**src/rtl/cpu_types_pkg.sv**
```systemverilog
`default_nettype none
// ============================================================================
//  Package     : cpu_types_pkg
//  Description : Shared CPU datapath types used by the instruction cache.
//                word_t - one 32-bit machine word.
//  Revision    : 1.0 - initial release
// ============================================================================
package cpu_types_pkg;
    typedef logic [31:0] word_t;
endpackage
`default_nettype wire

```
**src/rtl/icache_assoc_if.sv**
```systemverilog
`default_nettype none
// ============================================================================
//  Interface   : icache_assoc_if
//  Description : Fetch-side and memory-side signals of the instruction cache.
//                slave  - the cache: takes fetch requests, issues memory reads
//                master - the environment: datapath fetch port + memory
//                Fetch : imemREN, imemaddr, iflush -> ihit, imemload
//                Memory: iwait, iload              -> iREN, iaddr
//  Revision    : 1.0 - initial release
// ============================================================================
interface icache_assoc_if;
    import cpu_types_pkg::*;

    logic  imemREN;
    word_t imemaddr;
    logic  ihit;
    word_t imemload;
    logic  iflush;
    logic  iREN;
    word_t iaddr;
    logic  iwait;
    word_t iload;

    modport slave (
        input  imemREN, imemaddr, iflush, iwait, iload,
        output ihit, imemload, iREN, iaddr
    );

    modport master (
        output imemREN, imemaddr, iflush, iwait, iload,
        input  ihit, imemload, iREN, iaddr
    );
endinterface
`default_nettype wire

```
**src/rtl/icache_way.sv**
```systemverilog
`default_nettype none
// ============================================================================
//  Module      : icache_way
//  Description : One way of the set-associative instruction cache.
//                Valid bits, tags and block data per set; combinational read
//                by index, whole-line write, global valid clear.
//                CLK, RST        - clock, synchronous active-high reset
//                clr_all         - invalidate every set (wins over a write)
//                rd_idx          - lookup index -> rd_valid, rd_tag, rd_data
//                wr_en/wr_idx    - write wr_tag/wr_data as a valid line
//  Revision    : 1.0 - initial release
// ============================================================================
module icache_way
    import cpu_types_pkg::*;
#(
    parameter int SETS        = 8,
    parameter int BLOCK_WORDS = 2,
    parameter int IDX         = 3,
    parameter int TAGW        = 26
) (
    input  wire logic                          CLK,
    input  wire logic                          RST,
    input  wire logic                          clr_all,
    input  wire logic [IDX-1:0]                rd_idx,
    output      logic                          rd_valid,
    output      logic [TAGW-1:0]               rd_tag,
    output      word_t [BLOCK_WORDS-1:0]       rd_data,
    input  wire logic                          wr_en,
    input  wire logic [IDX-1:0]                wr_idx,
    input  wire logic [TAGW-1:0]               wr_tag,
    input  wire word_t [BLOCK_WORDS-1:0]       wr_data
);
    logic [SETS-1:0]         valid_q, valid_d;
    logic [TAGW-1:0]         tag_mem  [SETS];
    word_t [BLOCK_WORDS-1:0] data_mem [SETS];

    always_comb begin
        valid_d = valid_q;
        if (clr_all) begin
            valid_d = '0;
        end else if (wr_en) begin
            valid_d[wr_idx] = 1'b1;
        end
    end

    always_ff @(posedge CLK) begin
        if (RST) begin
            valid_q <= '0;
        end else begin
            valid_q <= valid_d;
        end
    end

    // Tag/data storage needs no reset: a line is only visible once valid.
    always_ff @(posedge CLK) begin
        if (wr_en) begin
            tag_mem[wr_idx]  <= wr_tag;
            data_mem[wr_idx] <= wr_data;
        end
    end

    assign rd_valid = valid_q[rd_idx];
    assign rd_tag   = tag_mem[rd_idx];
    assign rd_data  = data_mem[rd_idx];
endmodule
`default_nettype wire

```
**src/rtl/icache_assoc.sv**
```systemverilog
`default_nettype none
// ============================================================================
//  Module      : icache_assoc
//  Description : Set-associative instruction cache with burst refill, LRU
//                replacement, flush and hit/miss counters.
//                CLK, RST             - clock, synchronous active-high reset
//                bus (slave)          - fetch port and memory read port
//                hit_count/miss_count - wrapping event counters
//  Revision    : 1.0 - initial release
// ============================================================================
module icache_assoc
    import cpu_types_pkg::*;
#(
    parameter int SETS        = 8,
    parameter int WAYS        = 2,
    parameter int BLOCK_WORDS = 2
) (
    input  wire logic     CLK,
    input  wire logic     RST,
    icache_assoc_if.slave bus,
    output      word_t    hit_count,
    output      word_t    miss_count
);
    localparam int    WOFF     = $clog2(BLOCK_WORDS);
    localparam int    IDX      = $clog2(SETS);
    localparam int    TAGW     = 30 - WOFF - IDX;
    localparam int    KW       = (WOFF > 0) ? WOFF : 1;
    localparam word_t OFF_MASK = word_t'(BLOCK_WORDS * 4 - 1);

    typedef enum logic [0:0] {
        IDLE = 1'b0,
        FILL = 1'b1
    } state_t;

    state_t                  state_q, state_d;
    word_t                   base_q, base_d;
    logic                    victim_q, victim_d;
    logic [KW-1:0]           k_q, k_d;
    logic                    flush_pend_q, flush_pend_d;
    word_t [BLOCK_WORDS-1:0] stage_q, stage_d;
    logic [SETS-1:0]         lru_q, lru_d;
    word_t                   hit_count_q, hit_count_d;
    word_t                   miss_count_q, miss_count_d;

    logic [TAGW-1:0] req_tag, fill_tag;
    logic [IDX-1:0]  req_idx, fill_idx;
    logic [KW-1:0]   req_woff;
    logic            unused_addr_lsbs;

    assign req_tag          = bus.imemaddr[31 -: TAGW];
    assign req_idx          = bus.imemaddr[2 + WOFF +: IDX];
    assign req_woff         = (WOFF > 0) ? bus.imemaddr[2 +: KW] : '0;
    assign fill_tag         = base_q[31 -: TAGW];
    assign fill_idx         = base_q[2 + WOFF +: IDX];
    assign unused_addr_lsbs = ^bus.imemaddr[1:0];

    logic [WAYS-1:0]         way_valid, way_match, way_wr;
    logic [TAGW-1:0]         way_tag  [WAYS];
    word_t [BLOCK_WORDS-1:0] way_data [WAYS];
    word_t [BLOCK_WORDS-1:0] line_data;
    logic                    clr_all, fill_commit, lookup_hit, any_match;
    logic                    hit_way, victim_sel;

    for (genvar w = 0; w < WAYS; w++) begin : g_way
        icache_way #(
            .SETS(SETS), .BLOCK_WORDS(BLOCK_WORDS), .IDX(IDX), .TAGW(TAGW)
        ) u_way (
            .CLK(CLK), .RST(RST), .clr_all(clr_all),
            .rd_idx(req_idx), .rd_valid(way_valid[w]),
            .rd_tag(way_tag[w]), .rd_data(way_data[w]),
            .wr_en(way_wr[w]), .wr_idx(fill_idx),
            .wr_tag(fill_tag), .wr_data(line_data)
        );
        assign way_match[w] = way_valid[w] && (way_tag[w] == req_tag);
        assign way_wr[w]    = fill_commit && (int'(victim_q) == w);
    end

    assign any_match = |way_match;

    always_comb begin
        hit_way = 1'b0;
        for (int w = 0; w < WAYS; w++) begin
            if (way_match[w]) hit_way = 1'(w);
        end
    end

    // Lowest invalid way first; LRU way only when the whole set is valid.
    always_comb begin
        victim_sel = 1'b0;
        if (WAYS == 2) begin
            if (!way_valid[0])             victim_sel = 1'b0;
            else if (!way_valid[WAYS-1])   victim_sel = 1'b1;
            else                           victim_sel = lru_q[req_idx];
        end
    end

    // The last word goes straight from iload into the line being written.
    always_comb begin
        line_data       = stage_q;
        line_data[k_q]  = bus.iload;
    end

    always_comb begin
        state_d      = state_q;
        base_d       = base_q;
        victim_d     = victim_q;
        k_d          = k_q;
        flush_pend_d = flush_pend_q;
        stage_d      = stage_q;
        lru_d        = lru_q;
        hit_count_d  = hit_count_q;
        miss_count_d = miss_count_q;
        clr_all      = 1'b0;
        fill_commit  = 1'b0;
        lookup_hit   = 1'b0;
        case (state_q)
            IDLE: begin
                if (bus.iflush) begin
                    clr_all = 1'b1;
                    lru_d   = '0;
                end else if (bus.imemREN) begin
                    if (any_match) begin
                        lookup_hit  = 1'b1;
                        hit_count_d = hit_count_q + 32'd1;
                        if (WAYS == 2) lru_d[req_idx] = ~hit_way;
                    end else begin
                        base_d       = {bus.imemaddr[31:2], 2'b00} & ~OFF_MASK;
                        victim_d     = victim_sel;
                        k_d          = '0;
                        miss_count_d = miss_count_q + 32'd1;
                        state_d      = FILL;
                    end
                end
            end
            FILL: begin
                if (bus.iflush) flush_pend_d = 1'b1;
                if (!bus.iwait) begin
                    stage_d[k_q] = bus.iload;
                    if (k_q == KW'(BLOCK_WORDS - 1)) begin
                        state_d      = IDLE;
                        flush_pend_d = 1'b0;
                        // A flush seen at any point of the fill discards the line.
                        if (flush_pend_q || bus.iflush) begin
                            clr_all = 1'b1;
                            lru_d   = '0;
                        end else begin
                            fill_commit = 1'b1;
                            if (WAYS == 2) lru_d[fill_idx] = ~victim_q;
                        end
                    end else begin
                        k_d = k_q + KW'(1);
                    end
                end
            end
            default: state_d = IDLE;
        endcase
    end

    always_ff @(posedge CLK) begin
        if (RST) begin
            state_q      <= IDLE;
            base_q       <= '0;
            victim_q     <= 1'b0;
            k_q          <= '0;
            flush_pend_q <= 1'b0;
            stage_q      <= '0;
            lru_q        <= '0;
            hit_count_q  <= '0;
            miss_count_q <= '0;
        end else begin
            state_q      <= state_d;
            base_q       <= base_d;
            victim_q     <= victim_d;
            k_q          <= k_d;
            flush_pend_q <= flush_pend_d;
            stage_q      <= stage_d;
            lru_q        <= lru_d;
            hit_count_q  <= hit_count_d;
            miss_count_q <= miss_count_d;
        end
    end

    assign bus.ihit     = !RST && lookup_hit;
    assign bus.imemload = bus.ihit ? way_data[hit_way][req_woff] : '0;
    assign bus.iREN     = !RST && (state_q == FILL);
    assign bus.iaddr    = bus.iREN ? (base_q + (word_t'(k_q) << 2)) : '0;
    assign hit_count    = hit_count_q;
    assign miss_count   = miss_count_q;
endmodule
`default_nettype wire

```
**src/flat_wrapper.sv**
```systemverilog
// flat-port wrapper written by rule: the top's interface ports become plain ports
module icache_assoc_flat import cpu_types_pkg::*;
#(
    parameter int SETS        = 8,
    parameter int WAYS        = 2,
    parameter int BLOCK_WORDS = 2
)
  (CLK, RST, hit_count, miss_count, bus_imemREN, bus_imemaddr, bus_iflush, bus_iwait, bus_iload, bus_ihit, bus_imemload, bus_iREN, bus_iaddr);
  icache_assoc_if bus_i ();
  input  wire logic CLK;
  input  wire logic RST;
  output      word_t hit_count;
  output      word_t miss_count;
  input wire logic [$bits(bus_i.imemREN)-1:0] bus_imemREN;
  input wire logic [$bits(bus_i.imemaddr)-1:0] bus_imemaddr;
  input wire logic [$bits(bus_i.iflush)-1:0] bus_iflush;
  input wire logic [$bits(bus_i.iwait)-1:0] bus_iwait;
  input wire logic [$bits(bus_i.iload)-1:0] bus_iload;
  output wire logic [$bits(bus_i.ihit)-1:0] bus_ihit;
  output wire logic [$bits(bus_i.imemload)-1:0] bus_imemload;
  output wire logic [$bits(bus_i.iREN)-1:0] bus_iREN;
  output wire logic [$bits(bus_i.iaddr)-1:0] bus_iaddr;
  assign bus_i.imemREN = bus_imemREN;
  assign bus_i.imemaddr = bus_imemaddr;
  assign bus_i.iflush = bus_iflush;
  assign bus_i.iwait = bus_iwait;
  assign bus_i.iload = bus_iload;
  assign bus_ihit = bus_i.ihit;
  assign bus_imemload = bus_i.imemload;
  assign bus_iREN = bus_i.iREN;
  assign bus_iaddr = bus_i.iaddr;
  icache_assoc #(.SETS(SETS), .WAYS(WAYS), .BLOCK_WORDS(BLOCK_WORDS)) u_core (.CLK(CLK), .RST(RST), .bus(bus_i), .hit_count(hit_count), .miss_count(miss_count));
endmodule
```
**config.mk**
```make
export PLATFORM = sky130hd
export DESIGN_NAME = icache_assoc_flat
export DESIGN_NICKNAME = d
export VERILOG_FILES = /design/src/rtl/cpu_types_pkg.sv /design/src/rtl/icache_assoc_if.sv /design/src/rtl/icache_way.sv /design/src/rtl/icache_assoc.sv /design/src/flat_wrapper.sv
export SDC_FILE = /design/constraint.sdc
export NUM_CORES = 2
export LEC_CHECK = 0
export CAP_MARGIN = 40
export CORE_AREA = 2 2 566 343
export DETAILED_ROUTE_END_ITERATION = 6
export DIE_AREA = 0 0 568 345
export PLACE_DENSITY = 0.5
export SLEW_MARGIN = 20
export SYNTH_ARGS = -nofsm -noshare
export SYNTH_HDL_FRONTEND = slang
export SYNTH_HIERARCHICAL = 1
export SYNTH_SLANG_ARGS = --single-unit
```
**constraint.sdc**
```tcl
create_clock -name CLK -period 22.8 [get_ports CLK]
set_clock_uncertainty 0.15 [all_clocks]
set_input_delay 6.84 -clock CLK [delete_from_list [all_inputs] [get_ports CLK]]
set_output_delay 6.84 -clock CLK [all_outputs]
set_load 0.03 [all_outputs]
```
# Word-level counts from Yosys, hierarchy flattened
# Memory sizes are Yosys's and may differ from the RTL's.
# Cells that the tools add are included.
# word_totals
register_bits,185
mem_bits_rw,1440
in_bits,69
out_inout_bits,130
n_memories,4
# op_classes
add_sub_neg,4
order_cmp,8
n_eq_ne,9
muxes,64
bitwise,10
reduce_logical,18
# mem_list
memory,depth,width,read_ports,rd_clocked_by_memory_dff,write_ports,line_no,rtl
u_core.g_way[0].u_way.data_mem,8,64,1,0,1,icache_way.sv:35,word_t [BLOCK_WORDS-1:0] data_mem [SETS];
u_core.g_way[1].u_way.data_mem,8,64,1,0,1,icache_way.sv:35,
u_core.g_way[0].u_way.tag_mem,8,26,1,0,1,icache_way.sv:34,logic [TAGW-1:0] tag_mem [SETS];
u_core.g_way[1].u_way.tag_mem,8,26,1,0,1,icache_way.sv:34,
# ops
operator,count
two-way mux 64 bit,3
two-way mux 32 bit,5
"adder 32 x 1 -> 32 bit, second input constant",2
bitwise mux 64 bit,1
== test 26 bit,2
two-way mux 8 bit,6
two-way mux 1 bit,37
adder 32 x 3 -> 32 bit,1
demux 32 bit (select 1 bit),1
bitwise mux 8 bit,2
OR 8 bit,2
case mux 8 bit (2 select lines),1
AND reduction 4 bit,4
"!= test 2 bit, second input constant",5
binary-select mux 1 bit (select 3 bit),3
logical AND 1 bit,9
"less-than comparator 3 x 4 -> 1 bit, second input constant",2
inverter 1 bit,7
demux 1 bit (select 3 bit),2
">= comparator 3 x 1 -> 1 bit, second input constant",2
case mux 1 bit (2 select lines),3
"less-than comparator 1 x 2 -> 1 bit, second input constant",2
OR reduction 2 bit,2
"!= test 3 x 2 -> 1 bit, second input constant",1
other kinds (8),8

# Depth between registers and ports, before layout
# depth
ltp_word,11
depth_mapped,13
mapped_depth_nobuf,8

# Modules after synthesis
# Netlist, hierarchy kept.
# by_module_without_submodules
module,n_inst,cells_each,area_each_um2
icache_way (u_core.g_way[0].u_way),1,1068,27995.6
icache_way (u_core.g_way[1].u_way),1,1068,27990.6
icache_assoc,1,1175,10415.0

# Worst setup path before layout
# Ideal clock, no wire load.
# synth_path
path_type,in2reg
startpoint,input bus_iflush
endpoint,memory u_core/g_way[0].u_way/data_mem[0][0] in the netlist's numbering (enable)
arrival_ns,17.140
setup_slack_ns,4.715
cell_stages,5
path_buffers,1
path_cell_list,clkbuf_1 -> nor3b_1 -> nand2_1 -> nor2_1 -> nor4b_1
# synth_via
elab_chain_cells,8
# synth_lines
element,line_no,rtl
from (decl),flat_wrapper.sv:16,input wire logic [$bits(bus_i.iflush)-1:0] bus_iflush;
logical OR 1 bit,icache_assoc.sv:143,if (flush_pend_q || bus.iflush) begin
two-way mux 1 bit,icache_assoc.sv:143,
two-way mux 1 bit,icache_assoc.sv:139,if (k_q == KW'(BLOCK_WORDS - 1)) begin
two-way mux 1 bit,icache_assoc.sv:137,if (!bus.iwait) begin
two-way mux 1 bit,icache_assoc.sv:116,case (state_q)
logical AND 1 bit,icache_assoc.sv:75,assign way_wr[w] = fill_commit && (int'(victim_q) == w);
named net u_core.way_wr[0],icache_assoc.sv:57,"logic [WAYS-1:0] way_valid, way_match, way_wr;"
two-way mux 1 bit,icache_way.sv:56,if (wr_en) begin
two-way mux 1 bit (not written as such),icache_way.sv:58,data_mem[wr_idx] <= wr_data;
to (decl),icache_way.sv:35,
# The timed path passes the listed nets, and every way through them passes these cells.

==> Flow_metrics.wiki <==
{| class="wikitable"
! Metric !! Value
|-
| Outcome || complete, no violations
|-
| Total power after layout || between 6000 and 7000 uW
|-
| Slowest Stage Delay on Critical Path || ~730 ps
|-
| Class of the most critical setup path || primary input to primary output
|-
| Pin count of the biggest net entering global routing || about 150
|-
| Max-slew violations || 0
|-
| Count of boundary I/O pins || a little under 200
|-
| Setup_tns || 0 ps
|-
| Gate count after technology mapping || roughly 3300
|-
| Post-route clock period utilization || 0.870
|-
| Initial Utilization || 0.347
|-
| Number of detailed-routing iterations run before antenna repair || 7
|-
| Highest clock rate || 0.0504 GHz
|-
| Top cell family by delay on the critical path || buffers and inverters
|-
| Fillcell total || ~17000
|-
| Number of hold buffers added after CTS || 0
|-
| Share of final-layout standard cells stronger than drive strength 1 || 0.195
|-
| Clk slew on worst S/H paths || ~60 ps
|-
| Die width || ~570 um
|-
| Number of synthesized flops with an enable pin || ~1400
|-
| Mean post-synth cell area || approximately 20 um2
|-
| Clock period minus final worst setup slack || 19840 ps
|-
| Initial antenna violation count || 5
|-
| Final hold vios || 0
|-
| VDD IR max || 60.6 uV
|-
| Die Footprint || roughly 0.20 mm2
|-
| Number of remaining DRC errors || 0
|-
| Most common flop cell mapped by yosys || sky130_fd_sc_hd__edfxtp_1
|-
| Unrepaired setup endpoints after global routing || false
|-
| CP Cell Sequence || buf_8 -> buf_4 -> mux4_1 -> mux2_2 -> xnor2_1 -> nand4_1 -> or4_4 -> nor2_4 -> buf_4 -> buf_4 -> mux4_2 -> and2_1 -> clkdlybuf4s50_1
|-
| Die Span Y || ~350 um
|-
| Master of the slowest instance on the critical path || sky130_fd_sc_hd__mux4_2
|-
| Clock tree from TritonCTS || built
|-
| Overall routing resource usage || 0.170
|-
| Post-synthesis instance area || 0.0664 mm2
|-
| Most common library cell in the layout ignoring fill and taps || sky130_fd_sc_hd__edfxtp_1
|-
| Critical path launch point type || primary input
|-
| Worst max-slew margin expressed relative to the limit || 0.347
|-
| Antenna violation net count after detailed routing || 0
|-
| Final Net Count || approximately 3600
|-
| Sequential fraction of the synthesis area || 0.707
|-
| Cell occurring most often along the worst timing path || sky130_fd_sc_hd__buf_4
|-
| Dpl hpwl || 91400 um
|-
| Number of I/O port buffers || roughly 190
|-
| Number of buffer and inverter instances along the worst setup path || 5
|-
| Post-CTS setup buffers || 0
|-
| Wire length of the first global-routing pass || ~240000 um
|-
| Async set or reset register ratio after synthesis || 0
|-
| Static power due to leakage || about 0.025 uW
|-
| Setup Viol. Count Final || 0
|-
| Count of unique library cells instantiated by Yosys || 58
|-
| Routed WL per cell || 27.4 um
|-
| Standard-cell row count || 125
|-
| Drt via density || approximately 5.4
|-
| Max-cap viol count || 0
|-
| Area grow syn2layout || 15.9%
|-
| Endpoint kind of the worst setup timing path || primary output
|-
| TritonCTS buffer count || 165
|-
| Final Util || 0.402
|-
| Number of gates resized after cts || 0
|-
| Htree depth || 4
|-
| Worst-case hold slack || a little over 300 ps
|-
| Number of storage elements in the synthesis netlist || 1625
|-
| Final antenna diode count || 0
|-
| Via count || ~33000
|-
| Number of global-route vias before repair || approximately 33000
|-
| Total wire length after detailed routing || approximately 170000 um
|-
| Worst min-delay path class || register to register
|-
| Clock net sink count || around 1600
|-
| First-iteration detailed-routing DRC count || 3218
|-
| Buffer levels on the longest clock path || 4
|-
| Signal arrival time at the worst endpoint || between 10000 and 15000 ps
|-
| Global route overflow || 0
|-
| Core region area || roughly 0.19 mm2
|-
| Leading cell types in the layout, fill and taps excluded || 1440 x sky130_fd_sc_hd__edfxtp_1, 322 x sky130_fd_sc_hd__mux4_1, 266 x sky130_fd_sc_hd__mux2_2
|-
| Worst-margin pin slew || just under 1000 ps
|-
| Clock root buffer || sky130_fd_sc_hd__clkbuf_16
|-
| Power per Cell Area || approximately 80 mW/mm2
|-
| Data required time of the worst path || 15810 ps
|-
| Biggest fanout along the worst timing path || 65
|-
| Gp weighted congestion || roughly 0.78
|-
| Later-pin clock latency in the skew report || 800 ps
|-
| Yosys Warn Count || 6
|}
layer usage:
layer  vias up  GRT usage  share of wire
li1      14500          -              -
met1     17900      0.262           0.49
met2       806      0.255           0.44
met3       210     0.0246          0.045
met4         0     0.0340          0.016
met5         -          0              0
per-stage QoR:
| step | worst slack [ps] | area [um2] | instances |
|---|---|---|---|
| after floorplan | 4710 | 66400 | 3312 |
| after global placement | 2920 | 71200 | 5913 |
| after detailed placement | 2910 | 71700 | 5937 |
| after CTS | 2890 | 76900 | 6229 |
| after global routing | 2710 | 77000 | 6233 |
| final | 2960 | 77000 | 6233 |
state kept, by name, summed over array words and instances, names as in the netlist:
signal                       count
u_core/miss_count               32
u_core/hit_count                32
u_core/k_q                       1
u_core/flush_pend_q              1
u_core/victim_q                  1
u_core/base_q                   29
u_core/state_q                   1
u_core/lru_q                     8
u_core/g_way.u_way/tag_mem     416
u_core/stage_q                  64
u_core/g_way.u_way/valid_q      16
u_core/g_way.u_way/data_mem   1024
cells in the mapped netlist (all sizes together), types with 15 or more instances:
master | instances | area (um2)
mux4 | 396 | 10100
a21oi | 70 | 350
o311ai | 23 | 201
nor2 | 107 | 404
buf | 104 | 729
o41ai | 18 | 158
dfxtp | 185 | 3700
nand3 | 54 | 270
mux2 | 266 | 3000
nor4 | 16 | 100
o21ai | 45 | 225
mux2i | 68 | 681
nor2b | 24 | 150
and2 | 71 | 444
xnor2 | 44 | 385
or2 | 23 | 144
and3 | 15 | 93.8
nand4 | 50 | 313
or4 | 19 | 146
edfxtp | 1440 | 43200
o31ai | 22 | 165
nand2 | 43 | 161
o21a | 16 | 120
clkbuf | 96 | 360
report_power, final:
group	switching, uW	leakage, uW	total (uW)	internal (uW)
combinational	154	0.00755	266	113
clock	1120	0.00255	2670	1550
sequential	13.8	0.0147	3250	3240
total	1290	0.0248	6190	4900
worst register-to-register path, cell delays in order (launching register included):
cell	delay [ps]
sky130_fd_sc_hd__edfxtp_1	370
sky130_fd_sc_hd__mux4_1	560
sky130_fd_sc_hd__mux2_2	320
sky130_fd_sc_hd__xnor2_1	550
sky130_fd_sc_hd__nand4_1	180
sky130_fd_sc_hd__or4_1	660
sky130_fd_sc_hd__o22a_2	240
sky130_fd_sc_hd__buf_4	200
sky130_fd_sc_hd__buf_16	210
sky130_fd_sc_hd__nor4_1	490
sky130_fd_sc_hd__mux2_2	380
layout make-up:
cell class / count / area, um2 / area share
Sequential cell: 1625 / 46900 / 0.610
Multi-Input combinational cell: 1478 / 18500 / 0.240
Clock buffer: 228 / 4580 / 0.0595
Tap cell: 2540 / 3180 / 0.0413
Timing Repair Buffer: 289 / 3080 / 0.0400
Clock inverter: 64 / 647 / 0.00840
Inverter: 9 / 33.8 / 0.000439
kinds of logic (layout without fill, tap and decap cells):
family | Yosys count | count (layout) | synth area share
mux | 730 | 730 | 0.208
compound gates | 223 | 223 | 0.0217
fa+ha+maj | 2 | 2 | 0.000377
simple gates | 468 | 468 | 0.0391
other cells | 1 | 2 | 0.0000565
flops | 1625 | 1625 | 0.707
buf+inv | 209 | 590 | 0.0169
xor+xnor | 53 | 53 | 0.00699
final timing paths:
path	startpoint	end	slack (ps)	cells after the start
setup / recovery	bus_imemaddr[3]	bus_imemload[4]	2960	13
hold / removal	u_core/g_way[0].u_way/valid_q[1]	u_core/g_way[0].u_way/valid_q[1]	310	1
setup reg to reg	u_core/g_way[0].u_way/tag_mem[3][1]	u_core/hit_count[31]	18380	10
hold reg to reg	u_core/g_way[0].u_way/valid_q[1]	u_core/g_way[0].u_way/valid_q[1]	310	1
Power figures use the tool's default switching activity.
